**src/rtl/wide_add_seq.sv**
```systemverilog
// Multi-word add sequencer: splits wide operands into words, issues them LSW first to an external
// registered adder, chains carries, assembles the wide sum. Optional signed overflow via WADD_OVF_EN.
module wide_add_seq #(
   parameter int WORD_W  = 32,
   parameter int NWORDS  = 4,
   parameter int ADD_LAT = 1
) (
   input  logic                     clk,
   input  logic                     rst,
   input  logic                     in_valid,
   output logic                     in_ready,
   input  logic [NWORDS*WORD_W-1:0] in_a,
   input  logic [NWORDS*WORD_W-1:0] in_b,
   input  logic                     in_cin,
   output logic [WORD_W-1:0]        add_a,
   output logic [WORD_W-1:0]        add_b,
   output logic                     add_cin,
   input  logic [WORD_W-1:0]        add_sum,
   input  logic                     add_cout,
   output logic                     out_valid,
   input  logic                     out_ready,
   output logic [NWORDS*WORD_W-1:0] out_sum,
   output logic                     out_cout,
   output logic                     out_ovf
);

   localparam int FULL_W = NWORDS * WORD_W;
   localparam int IDX_W  = (NWORDS > 1) ? $clog2(NWORDS) : 1;
   localparam int CNT_W  = $clog2(ADD_LAT + 1);

   typedef enum logic [1:0] {S_IDLE, S_ISSUE, S_WAIT, S_DONE} state_t;

   state_t              state_q, state_d;
   logic [FULL_W-1:0]   a_q, a_d;
   logic [FULL_W-1:0]   b_q, b_d;
   logic [FULL_W-1:0]   out_sum_q, out_sum_d;
   logic [IDX_W-1:0]    idx_q, idx_d;
   logic [CNT_W-1:0]    cnt_q, cnt_d;
   logic                carry_q, carry_d;
   logic                in_ready_q, in_ready_d;

   always_comb begin
      state_d   = state_q;
      a_d       = a_q;
      b_d       = b_q;
      out_sum_d = out_sum_q;
      idx_d     = idx_q;
      cnt_d     = cnt_q;
      carry_d   = carry_q;
      add_a     = '0;
      add_b     = '0;
      add_cin   = 1'b0;
      case (state_q)
         S_IDLE: begin
            if (in_valid && in_ready_q) begin
               a_d     = in_a;
               b_d     = in_b;
               carry_d = in_cin;
               idx_d   = '0;
               state_d = S_ISSUE;
            end
         end
         S_ISSUE: begin
            add_a   = a_q[int'(idx_q)*WORD_W +: WORD_W];
            add_b   = b_q[int'(idx_q)*WORD_W +: WORD_W];
            add_cin = carry_q;
            cnt_d   = CNT_W'(ADD_LAT);
            state_d = S_WAIT;
         end
         S_WAIT: begin
            cnt_d = cnt_q - CNT_W'(1);
            // Counter at 1 marks the cycle the adder output belongs to this word
            if (cnt_q == CNT_W'(1)) begin
               out_sum_d[int'(idx_q)*WORD_W +: WORD_W] = add_sum;
               carry_d = add_cout;
               if (idx_q == IDX_W'(NWORDS - 1)) begin
                  state_d = S_DONE;
               end else begin
                  idx_d   = idx_q + IDX_W'(1);
                  state_d = S_ISSUE;
               end
            end
         end
         S_DONE: begin
            if (out_ready) state_d = S_IDLE;
         end
         default: state_d = S_IDLE;
      endcase
      in_ready_d = (state_d == S_IDLE);
   end

   always_ff @(posedge clk or posedge rst) begin
      if (rst) begin
         state_q    <= S_IDLE;
         a_q        <= '0;
         b_q        <= '0;
         out_sum_q  <= '0;
         idx_q      <= '0;
         cnt_q      <= '0;
         carry_q    <= 1'b0;
         in_ready_q <= 1'b0;
      end else begin
         state_q    <= state_d;
         a_q        <= a_d;
         b_q        <= b_d;
         out_sum_q  <= out_sum_d;
         idx_q      <= idx_d;
         cnt_q      <= cnt_d;
         carry_q    <= carry_d;
         in_ready_q <= in_ready_d;
      end
   end

   assign in_ready  = in_ready_q;
   assign out_valid = (state_q == S_DONE);
   assign out_sum   = out_sum_q;
   assign out_cout  = carry_q;

`ifdef WADD_OVF_EN
   logic ovf_q, ovf_d;

   // Overflow uses the top word's sum MSB, captured together with that word
   always_comb begin
      ovf_d = ovf_q;
      if (state_q == S_WAIT && cnt_q == CNT_W'(1) && idx_q == IDX_W'(NWORDS - 1))
         ovf_d = (a_q[FULL_W-1] == b_q[FULL_W-1]) && (add_sum[WORD_W-1] != a_q[FULL_W-1]);
   end

   always_ff @(posedge clk or posedge rst) begin
      if (rst) ovf_q <= 1'b0;
      else     ovf_q <= ovf_d;
   end

   assign out_ovf = ovf_q;
`else
   assign out_ovf = 1'b0;
`endif

endmodule

```
**config.mk**
```make
export PLATFORM = sky130hd
export DESIGN_NAME = wide_add_seq
export DESIGN_NICKNAME = d
export VERILOG_FILES = /design/src/rtl/wide_add_seq.sv
export SDC_FILE = /design/constraint.sdc
export NUM_CORES = 1
export LEC_CHECK = 0
export ABC_AREA = 1
export ABC_CLOCK_PERIOD_IN_PS = 13900
export CAP_MARGIN = 10
export CORE_MARGIN = 3
export CORE_UTILIZATION = 44
export CTS_CLUSTER_SIZE = 24
export DETAILED_ROUTE_END_ITERATION = 8
export PLACE_DENSITY = 0.87
export SLEW_MARGIN = 30
export SYNTH_ARGS = -nofsm -noshare
export SYNTH_HDL_FRONTEND = slang
export SYNTH_SLANG_ARGS = --single-unit
export TNS_END_PERCENT = 50
```
**constraint.sdc**
```tcl
create_clock -name clk -period 13.9 [get_ports clk]
set_clock_uncertainty 0.05 [all_clocks]
set_input_delay 2.78 -clock clk [delete_from_list [all_inputs] [get_ports clk]]
set_output_delay 2.78 -clock clk [all_outputs]
set_load 0.1 [all_outputs]
```
==> results.md, run 1 <==
* Core area at 0.03991 mm2
* Post-Synth Adder-Cell Area at 0.6314%
* Commonest non-fill, non-tap cells in the layout: nand2_1 (505), clkdlybuf4s50_1 (483), dfrtp_1 (389)
* Longest Clk Path Bufs at 3
* Setup Buffers After CTS at 0
* Routed len/inst at 19.26 um
* Grt peak-use layer: met2
* Synthesized area at 0.01783 mm2
* Worst-margin pin slew at 1.039 ns
* Crit Path Class: reg -> out
* Post-Syn Area per Cell at 8.353 um2
* Antenna violations before repair at 13
* Die height at 207.3 um
* DRC at 0
* Post-synthesis mux area share at 0%
* Min Hold Slack at 0.4167 ns
* Pin count of the biggest net entering global routing at 140
* Hold Vio Cnt, Final at 0
* First-pass DRT Iterations at 5
* PnR worst setup slack at 6.858 ns
* Port Buffers at 489
* Final Cycle Share at 50.66%
* Global Route met1 Usage at 33.94%
* First-pass GRT wire length at 92490 um
* Wire length after detailed routing at 59310 um
* Filler Cell Count at 3211
* Worst-Skew Late Latency at 0.55 ns
* Post-Synth XOR/XNOR Area at 0%
* Clock sinks at 391
* CP Launch Type: flop
* Max FO, Critical Path at 100
* IO Pins at 491
* Largest family of logic cells by synthesized area: simple AND/OR/NAND/NOR gates
* Met2 usage in global routing at 43.14%
* Hold crit path type: reg -> reg
* Die ar. at 0.04298 mm2
* CTS hold repair buffers at 0
* Max Clock Freq at 142.0 MHz
* Antenna viol nets, final at 0
* Area growth, synth to finish at 35.68%
* Placement row count at 73
* RSZ-0062 raised after global routing: false
* Slew Limit Fails at 0
* Critical Path RT at 11.07 ns
* Register area at 0.009792 mm2
* WP data arrival at 4.21 ns
* Met3 usage at 7.088%
* GRT Overall Usage at 26.56%
* Commonest non-fill, non-tap cell in the layout: nand2_1
* Post-DP HPWL at 39730 um
* Yosys warns at 0
* Post-layout power at 0.006730 W
* Vias per inst at 5.524
* Setup Viol. Count Final at 0
* Final net count at 2821
* Chip width at 207.3 um
* Routability Congestion at 0.9414
* Post-synthesis sequential area ratio at 54.87%
* Share of layout cells above drive strength 1 at 5.414%
* Distinct cell type count after synthesis at 26
* Synth Area in Compound Gates at 16.17%
* Root Buffer: clkbuf_16
* Initial cell density of the core at 44.68%
* Worst-path clk slew at 0.06 ns
* Mapped Nets at 2438
* Simple-gate portion of the synthesized area at 20.62%
* Number of max-cap violations at 0
* PostCTS Resize Cnt at 0
* Via count at 17007
* Pre-CTS WS at 7.252 ns
* Post-Syn Instances at 2135
* Cts bufs inserted at 42
* Outcome: finished, final reports clean
* CTS tree: done
* Overflow after GRT at 0
* #FFs+latches synth at 391
* Maximum VDD drop at 0.1547 mV
* Vias in the first global route at 16779
* Iter 0 DRT Violations at 1668
* Crit path capture type: output port
* Cell Pwr Density at 278.1 mW/mm2
* Fin Setup TNS at 0 ns
* Final Non-Filler Cells at 3079
* Min Tclk post-route at 7.042 ns
* Multi-input gate area at 0.006716 mm2
* Placed Instances at 2998
* FF-to-FF setup slack at 10.63 ns
* Leak at 10.96 nW
* Rel. slew slack at 30.50%
* CTS H-Tree Depth at 2
==> path summary, 6_finish.rpt <==
kind                       startpoint            to  cells past startpoint
max in group asynchronous         rst      a_q[110]                      4
min in group asynchronous         rst      b_q[114]                      2
max reg2reg                  idx_q[0]  out_sum[106]                      5
min reg2reg                   a_q[22]       a_q[22]                      2
max                          idx_q[0]     add_a[26]                      7
min                           a_q[22]       a_q[22]                      2
==> worst max-delay path, cell delays in order (launching register included) <==
cell	delay, ns
dfrtp_4	0.63
buf_4	0.60
buf_6	0.58
nor2_1	0.12
nor2_1	0.13
o21ai_1	0.08
a21oi_1	0.20
clkdlybuf4s50_1	1.18
==> cells in the mapped netlist <==
| cell | instances | area, um2 |
|---|---|---|
| clkbuf_1 | 44 | 165.2 |
| nand2_2 | 1 | 6.260 |
| a21oi_1 | 223 | 1116 |
| nor2_1 | 196 | 735.7 |
| o31ai_1 | 4 | 30.03 |
| inv_1 | 139 | 521.8 |
| conb_1 | 1 | 3.750 |
| nand2_4 | 2 | 22.52 |
| buf_1 | 6 | 22.52 |
| nand2_1 | 505 | 1896 |
| nand3_1 | 196 | 980.9 |
| nand3_2 | 3 | 30.03 |
| buf_4 | 17 | 127.6 |
| o31ai_2 | 28 | 350.3 |
| buf_2 | 101 | 505.5 |
| o211ai_1 | 32 | 240.2 |
| or2_2 | 1 | 6.260 |
| o21ai_1 | 113 | 565.5 |
| o21ai_0 | 115 | 575.6 |
| clkinv_1 | 1 | 3.750 |
| dfrtp_1 | 391 | 9784 |
| ha_1 | 9 | 112.6 |
| inv_2 | 4 | 15.01 |
| o22ai_1 | 1 | 6.260 |
| clkbuf_2 | 1 | 5.000 |
| clkinv_2 | 1 | 5.000 |
==> per-stage QoR <==
| stage | utilization (%) | cell area (um2) |
|---|---|---|
| finish | 60.62 | 24200 |
| global route | 60.61 | 24190 |
| CTS | 60.50 | 24150 |
| detailed placement | 56.95 | 22730 |
| global placement | 56.97 | 22740 |
| floorplan | - | 17830 |
==> power breakdown <==
group	internal (W)	switching, W
clock	0.000690	0.000462
sequential	0.00163	0.000274
combinational	0.000845	0.00283
==> flip-flops by register name (all words and copies together), names as in the netlist <==
signal	count
a_q	128
b_q	128
out_cout	1
cnt_q	1
in_ready	1
out_sum	128
idx_q	2
state_q	2
==> kinds of logic after synthesis <==
family                     count (synthesis)
buffers and inverters                    314
AOI/OAI and AO/OA                        516
and+or+nand+nor                          904
other                                      1
DFF                                      391
adders and majority gates                  9
==> metal layers <==
metal  vias to the layer above  routed length (um)  share of wire, %
met5                         -                 113              0.19
met4                        14                2535               4.3
met3                       175                5533               9.3
met2                       937               28150                47
met1                      8133               22980                39
li1                       7748                   -                 -
==> final cells by class <==
| class | count | share of cell area [%] |
|---|---|---|
| timing repair buffer | 508 | 20.84 |
| sequential | 391 | 40.47 |
| clock inverter | 11 | 0.5688 |
| inverter | 145 | 2.317 |
| clock buffer | 64 | 5.280 |
| antenna | 5 | 0.05171 |
| multi-input combinational | 1430 | 27.76 |
| tap | 525 | 2.715 |
(Power assumes the default switching activity.)
==> inputs of run 2 (changes only) <==
--- a/config.mk
+++ b/config.mk
@@ -6,13 +6,13 @@
 export NUM_CORES = 1
 export LEC_CHECK = 0
 export ABC_AREA = 1
-export ABC_CLOCK_PERIOD_IN_PS = 13900
+export ABC_CLOCK_PERIOD_IN_PS = 6500
 export CAP_MARGIN = 10
 export CORE_MARGIN = 3
-export CORE_UTILIZATION = 44
+export CORE_UTILIZATION = 45
 export CTS_CLUSTER_SIZE = 24
 export DETAILED_ROUTE_END_ITERATION = 8
-export PLACE_DENSITY = 0.87
+export PLACE_DENSITY = 0.86
 export SLEW_MARGIN = 30
 export SYNTH_ARGS = -nofsm -noshare
 export SYNTH_HDL_FRONTEND = slang
==> constraint.sdc (replaced) <==
create_clock -name clk -period 6.5 [get_ports clk]
set_clock_uncertainty 0.05 [all_clocks]
set_input_delay 1.3 -clock clk [delete_from_list [all_inputs] [get_ports clk]]
set_output_delay 1.3 -clock clk [all_outputs]
set_load 0.1 [all_outputs]
==> run 2 against run 1 <==
  * Hold slack lost 0.0013 ns
  * Worst setup slack lost 5.5 ns
  * Final cell count decreased by 0.13%
  * Register-to-register slack worse by 7.9 ns
  * Sequential share of layout area fell by 0.13 points
  * Clock power rose by 110%
  * Clock-buffer cell count is 5 lower
  * Non-clock buffer count is 2 higher
  * Die area fell by 2.2%
  * Critical path type unchanged
==> results.md, run 2 (synthesis results as in run 1) <==
* Overflow after GRT at 0 (unchanged)
* FF-to-FF setup slack at 2.74 ns (was 10.63 ns)
* Wire length after detailed routing at 59170 um (was 59310 um)
* Crit path capture type: output port (unchanged)
* Final Non-Filler Cells at 3075 (was 3079)
* Maximum VDD drop at 0.3988 mV (was 0.1547 mV)
* Slew Limit Fails at 0 (unchanged)
* CTS hold repair buffers at 0 (unchanged)
* RSZ-0062 raised after global routing: false (unchanged)
* Final Core Density at 62.37% (was 60.62%)
* Register area at 0.009792 mm2 (unchanged)
* First-pass DRT Iterations at 5 (unchanged)
* Die height at 205.1 um (was 207.3 um)
* Commonest non-fill, non-tap cells in the layout: nand2_1 (505), clkdlybuf4s50_1 (484), dfrtp_1 (389) (was nand2_1 (505), clkdlybuf4s50_1 (483), dfrtp_1 (389))
* Post-DP HPWL at 39990 um (was 39730 um)
* Vias in the first global route at 17102 (was 16779)
* Area growth, synth to finish at 36.12% (was 35.68%)
* First-pass GRT wire length at 91840 um (was 92490 um)
* Filler Cell Count at 3107 (was 3211)
* Hold depth at 2 (unchanged)
* Share of layout cells above drive strength 1 at 5.682% (was 5.414%)
* Min Tclk post-route at 5.097 ns
* GRT Overall Usage at 27.38% (was 26.56%)
* Critical Path RT at 5.15 ns (was 11.07 ns)
* Core area at 0.03892 mm2 (was 0.03991 mm2)
* Setup Buffers After CTS at 0 (unchanged)
* Commonest non-fill, non-tap cell in the layout: nand2_1 (unchanged)
* Final net count at 2824 (was 2821)
* Worst-margin pin slew at 1.043 ns (was 1.039 ns)
* Placed Area at 0.02282 mm2 (was 0.02273 mm2)
* Hold Vio Cnt, Final at 0 (unchanged)
* Crit path to: add_b[13] (was add_a[26])
* Setup Viol. Count Final at 0 (unchanged)
* Longest Clk Path Bufs at 3 (unchanged)
* IO Pins at 491 (unchanged)
* PostCTS Resize Cnt at 0 (unchanged)
* CTS H-Tree Depth at 2 (unchanged)
* Iter 0 DRT Violations at 1510 (was 1668)
* Max FO, Critical Path at 72 (was 100)
* Placement row count at 72 (was 73)
* Hold path startpoint: a_q[12] (was a_q[22])
* R2r worst-path depth at 5 (unchanged)
* CTS tree: done (unchanged)
* WP data arrival at 3.75 ns (was 4.21 ns)
* Routability Congestion at 0.8921 (was 0.9414)
* Antenna viol nets, final at 0 (unchanged)
* DRC at 0 (unchanged)
* Multi-input gate area at 0.006716 mm2 (unchanged)
* Placed Instances at 2993 (was 2998)
* Post-layout power at 0.01443 W (was 0.006730 W)
* Root Buffer: clkbuf_16 (unchanged)
* Max Clock Freq at 196.2 MHz
* Crit. Startpoint: idx_q[0] (unchanged)
* Antenna violations before repair at 10 (was 13)
* Die ar. at 0.04205 mm2 (was 0.04298 mm2)
* Worst-path clk slew at 0.06 ns (about the same)
* Cts bufs inserted at 43 (was 42)
* CP Launch Type: flop (unchanged)
* PnR worst setup slack at 1.403 ns (was 6.858 ns)
* Outcome: finished, final reports clean (unchanged)
* Pre-CTS WS at 1.971 ns (was 7.252 ns)
* Vias per inst at 5.538 (was 5.524)
* Cell Pwr Density at 594.3 mW/mm2 (was 278.1 mW/mm2)
* Number of max-cap violations at 0 (unchanged)
* Crit Reg-Reg Startpoint: idx_q[0] (unchanged)
* Rel. slew slack at 30.23% (was 30.50%)
* Hold crit path type: reg -> reg (unchanged)
* Worst r2r dst: out_sum[109] (was out_sum[106])
* Via count at 17028 (was 17007)
* Crit Path Class: reg -> out (unchanged)
* Clock sinks at 391 (unchanged)
* Pin count of the biggest net entering global routing at 160 (was 140)
* Worst-Skew Late Latency at 0.53 ns (was 0.55 ns)
* Leak at 10.98 nW (was 10.96 nW)
* Chip width at 205.1 um (was 207.3 um)
* Routed len/inst at 19.24 um (was 19.26 um)
* Final Cycle Share at 78.41%
* Final Instance Area at 0.02427 mm2 (was 0.02420 mm2)
* Port Buffers at 489 (unchanged)
* Initial cell density of the core at 45.82% (was 44.68%)
run 2: critical path, stage by stage (launching register included):
cell	delay (ns)
dfrtp_4	0.88
buf_4	0.69
o211ai_1	0.14
a21oi_1	0.28
clkdlybuf4s50_1	1.19
run 2: stage by stage:
step | TNS, ns | hold WS, ns
final | 0 | 0.4153
after global routing | 0 | 0.4366
after CTS | 0 | 0.4177
after detailed placement | 0 | 0.4035
after global placement | 0 | 0.3981
after floorplan | -42.96 | 0.3866
run 2: how the worst min path moves through the flow:
stage | endpoint | slack, ns
4_1_cts | a_q[12] | 0.42
2_1_floorplan | a_q[100] | 0.39
5_1_grt | a_q[12] | 0.44
3_3_place_gp | a_q[28] | 0.40
6_report | a_q[12] | 0.42
3_5_place_dp | a_q[25] | 0.40
run 2: layout make-up:
| cell class | count | area share (%) |
|---|---|---|
| Antenna cell | 5 | 0.05154 |
| Clock buffer | 59 | 5.185 |
| Clock inverter | 17 | 0.7371 |
| Inverter | 145 | 2.283 |
| Multi-Input combinational cell | 1430 | 27.67 |
| Sequential cell | 391 | 40.34 |
| Tap cell | 518 | 2.670 |
| Timing Repair Buffer | 510 | 21.07 |
run 2: metal layers:
layer  share of wire [%]  track usage, %  vias to the layer above
met5                0.16               0                        -
met3                 9.4           6.483                      193
met2                  47           43.99                      963
met1                  39           35.12                     8111
met4                 4.6           12.89                       12
li1                    -               -                     7749
run 2: where the power goes:
part / internal [W] / switching (W)
Clock: 0.00148 / 0.000985
Combinational: 0.00182 / 0.00608
Sequential: 0.00348 / 0.000587
Total: 0.00678 / 0.00765
==> inputs of run 3 (changes only) <==
--- a/config.mk
+++ b/config.mk
@@ -6,7 +6,7 @@
 export NUM_CORES = 1
 export LEC_CHECK = 0
 export ABC_AREA = 1
-export ABC_CLOCK_PERIOD_IN_PS = 6500
+export ABC_CLOCK_PERIOD_IN_PS = 4800
 export CAP_MARGIN = 10
 export CORE_MARGIN = 3
 export CORE_UTILIZATION = 45
==> constraint.sdc (replaced) <==
create_clock -name clk -period 4.8 [get_ports clk]
set_clock_uncertainty 0.05 [all_clocks]
set_input_delay 0.96 -clock clk [delete_from_list [all_inputs] [get_ports clk]]
set_output_delay 0.96 -clock clk [all_outputs]
set_load 0.1 [all_outputs]
==> run 3 against run 2 <==
  * Clock-buffer cell count is 2 higher
  * Die area unchanged
  * Critical path type unchanged
  * Via count about the same
  * Sequential share of layout area rose by 0.075 points
  * Worst setup slack worse by 0.65 ns
  * Core utilization is 0.12 points lower
  * Non-clock buffer count up 8
==> results.md, run 3 (synthesis results as in run 1) <==
* Iter 0 DRT Violations at 1603 (was 1510)
* Cts bufs inserted at 42 (was 43)
* Via count at 17044 (was 17028)
* Chip width at 205.1 um (unchanged)
* First-pass DRT Iterations at 7 (was 5)
* Overflow after GRT at 0 (unchanged)
* Leak at 11.13 nW (was 10.98 nW)
* Pre-CTS WS at 1.150 ns (was 1.971 ns)
* Root Buffer: clkbuf_16 (unchanged)
* FF-to-FF setup slack at 1.54 ns (was 2.74 ns)
* Worst-margin pin slew at 1.045 ns (was 1.043 ns)
* Hold crit path type: reg -> reg (unchanged)
* CTS H-Tree Depth at 2 (unchanged)
* Area growth, synth to finish at 35.87% (was 36.12%)
* Hold path startpoint: a_q[26] (was a_q[12])
* Longest Clk Path Bufs at 3 (unchanged)
* CP Launch Type: flop (unchanged)
* CTS tree: done (unchanged)
* Core area at 0.03892 mm2 (unchanged)
* Worst-Skew Late Latency at 0.53 ns (about the same)
* Min Tclk post-route at 4.051 ns
* Clock sinks at 391 (unchanged)
* Hold Vio Cnt, Final at 0 (unchanged)
* Final Instance Area at 0.02423 mm2 (was 0.02427 mm2)
* CTS hold repair buffers at 0 (unchanged)
* Vias per inst at 5.527 (was 5.538)
* Routability Congestion at 0.8969 (was 0.8921)
* Placed Instances at 3002 (was 2993)
* Final Cycle Share at 84.40%
* Maximum VDD drop at 0.5121 mV (was 0.3988 mV)
* Crit path capture type: output port (unchanged)
* Fin Setup TNS at 0 ns (unchanged)
* Hold depth at 2 (unchanged)
* DRC at 0 (unchanged)
* Rel. slew slack at 30.10% (was 30.23%)
* Die height at 205.1 um (unchanged)
* Commonest non-fill, non-tap cell in the layout: nand2_1 (unchanged)
* Antenna viol nets, final at 0 (unchanged)
* Cell Pwr Density at 808.0 mW/mm2 (was 594.3 mW/mm2)
* Max Clock Freq at 246.8 MHz
* First-pass GRT wire length at 90400 um (was 91840 um)
* Filler Cell Count at 3115 (was 3107)
* Setup Viol. Count Final at 0 (unchanged)
* Critical Path RT at 3.79 ns (was 5.15 ns)
* R2r worst-path depth at 5 (unchanged)
* Share of layout cells above drive strength 1 at 8.167% (was 5.682%)
* Final net count at 2831 (was 2824)
* Routed len/inst at 19.01 um (was 19.24 um)
* Pin count of the biggest net entering global routing at 162 (was 160)
* Max FO, Critical Path at 47 (was 72)
* Number of max-cap violations at 0 (unchanged)
* Commonest non-fill, non-tap cells in the layout: nand2_1 (505), clkdlybuf4s50_1 (425), dfrtp_1 (389) (was nand2_1 (505), clkdlybuf4s50_1 (484), dfrtp_1 (389))
* Outcome: finished, final reports clean (unchanged)
* Placement row count at 72 (unchanged)
* IO Pins at 491 (unchanged)
* Antenna violations before repair at 10 (unchanged)
* Crit Path Class: reg -> out (unchanged)
* Port Buffers at 489 (unchanged)
* Placed Area at 0.02272 mm2 (was 0.02282 mm2)
* Crit Reg-Reg Startpoint: idx_q[0] (unchanged)
* GRT Overall Usage at 26.96% (was 27.38%)
* WP data arrival at 3.04 ns (was 3.75 ns)
* PostCTS Resize Cnt at 0 (unchanged)
* Worst-path clk slew at 0.07 ns (was 0.06 ns)
* Setup Buffers After CTS at 0 (unchanged)
* PnR worst setup slack at 0.7489 ns (was 1.403 ns)
* Die ar. at 0.04205 mm2 (unchanged)
* Vias in the first global route at 16842 (was 17102)
* Final Core Density at 62.26% (was 62.37%)
* Slew Limit Fails at 0 (unchanged)
* Min-Delay Endpoint: a_q[26] (was a_q[12])
* Post-DP HPWL at 39790 um (was 39990 um)
* Initial cell density of the core at 45.82% (unchanged)
* Wire length after detailed routing at 58630 um (was 59170 um)
* RSZ-0062 raised after global routing: false (unchanged)
* Worst r2r dst: out_sum[109] (unchanged)
* Final Non-Filler Cells at 3084 (was 3075)
## run 3: critical path, stage by stage (launching register included)
cell             delay, ns
dfrtp_4               0.83
o211ai_1              0.23
a21oi_1               0.25
clkdlybuf4s50_1       1.17
## run 3: stage by stage
step | power, W | hold WS (ns)
floorplan | 0.01345 | 0.3866
global placement | 0.01583 | 0.3985
detailed placement | 0.01608 | 0.4033
CTS | 0.01961 | 0.4167
global route | 0.02050 | 0.4341
finish | 0.01958 | 0.4163
## run 3: routing by layer
layer	global-route usage (%)	part of all wire, %
met5	0	0.17
met4	12.50	4.5
met3	5.800	9.3
met2	43.87	48
met1	34.59	38
## run 3: final cells by class
type	instances	area, um2	share of cell area (%)
inverter	145	551.8	2.277
multi-input combinational	1430	6711	27.70
clock buffer	61	1264	5.216
timing repair buffer	518	5019	20.71
sequential	391	9792	40.41
clock inverter	14	226.5	0.9347
tap	518	648.1	2.675
antenna	7	17.52	0.07230
## run 3: worst max path at each step
stage	start	cells past startpoint	to	slack (ns)
2_1_floorplan	rst	1	a_q[0]	-1.47
3_3_place_gp	idx_q[1]	5	out_sum[30]	1.26
3_5_place_dp	idx_q[1]	5	out_sum[8]	1.15
4_1_cts	idx_q[1]	3	add_b[3]	0.75
5_1_grt	idx_q[0]	6	add_a[1]	0.66
6_report	idx_q[1]	3	add_b[3]	0.75
## run 3: power by group
| group | internal [W] | leakage [nW] | total (W) | switching [W] |
|---|---|---|---|---|
| registers | 0.00471 | 4.46 | 0.00550 | 0.000789 |
| clock network | 0.00215 | 0.736 | 0.00346 | 0.00132 |
| logic | 0.00240 | 5.94 | 0.0106 | 0.00821 |
| total | 0.00926 | 11.1 | 0.0196 | 0.0103 |
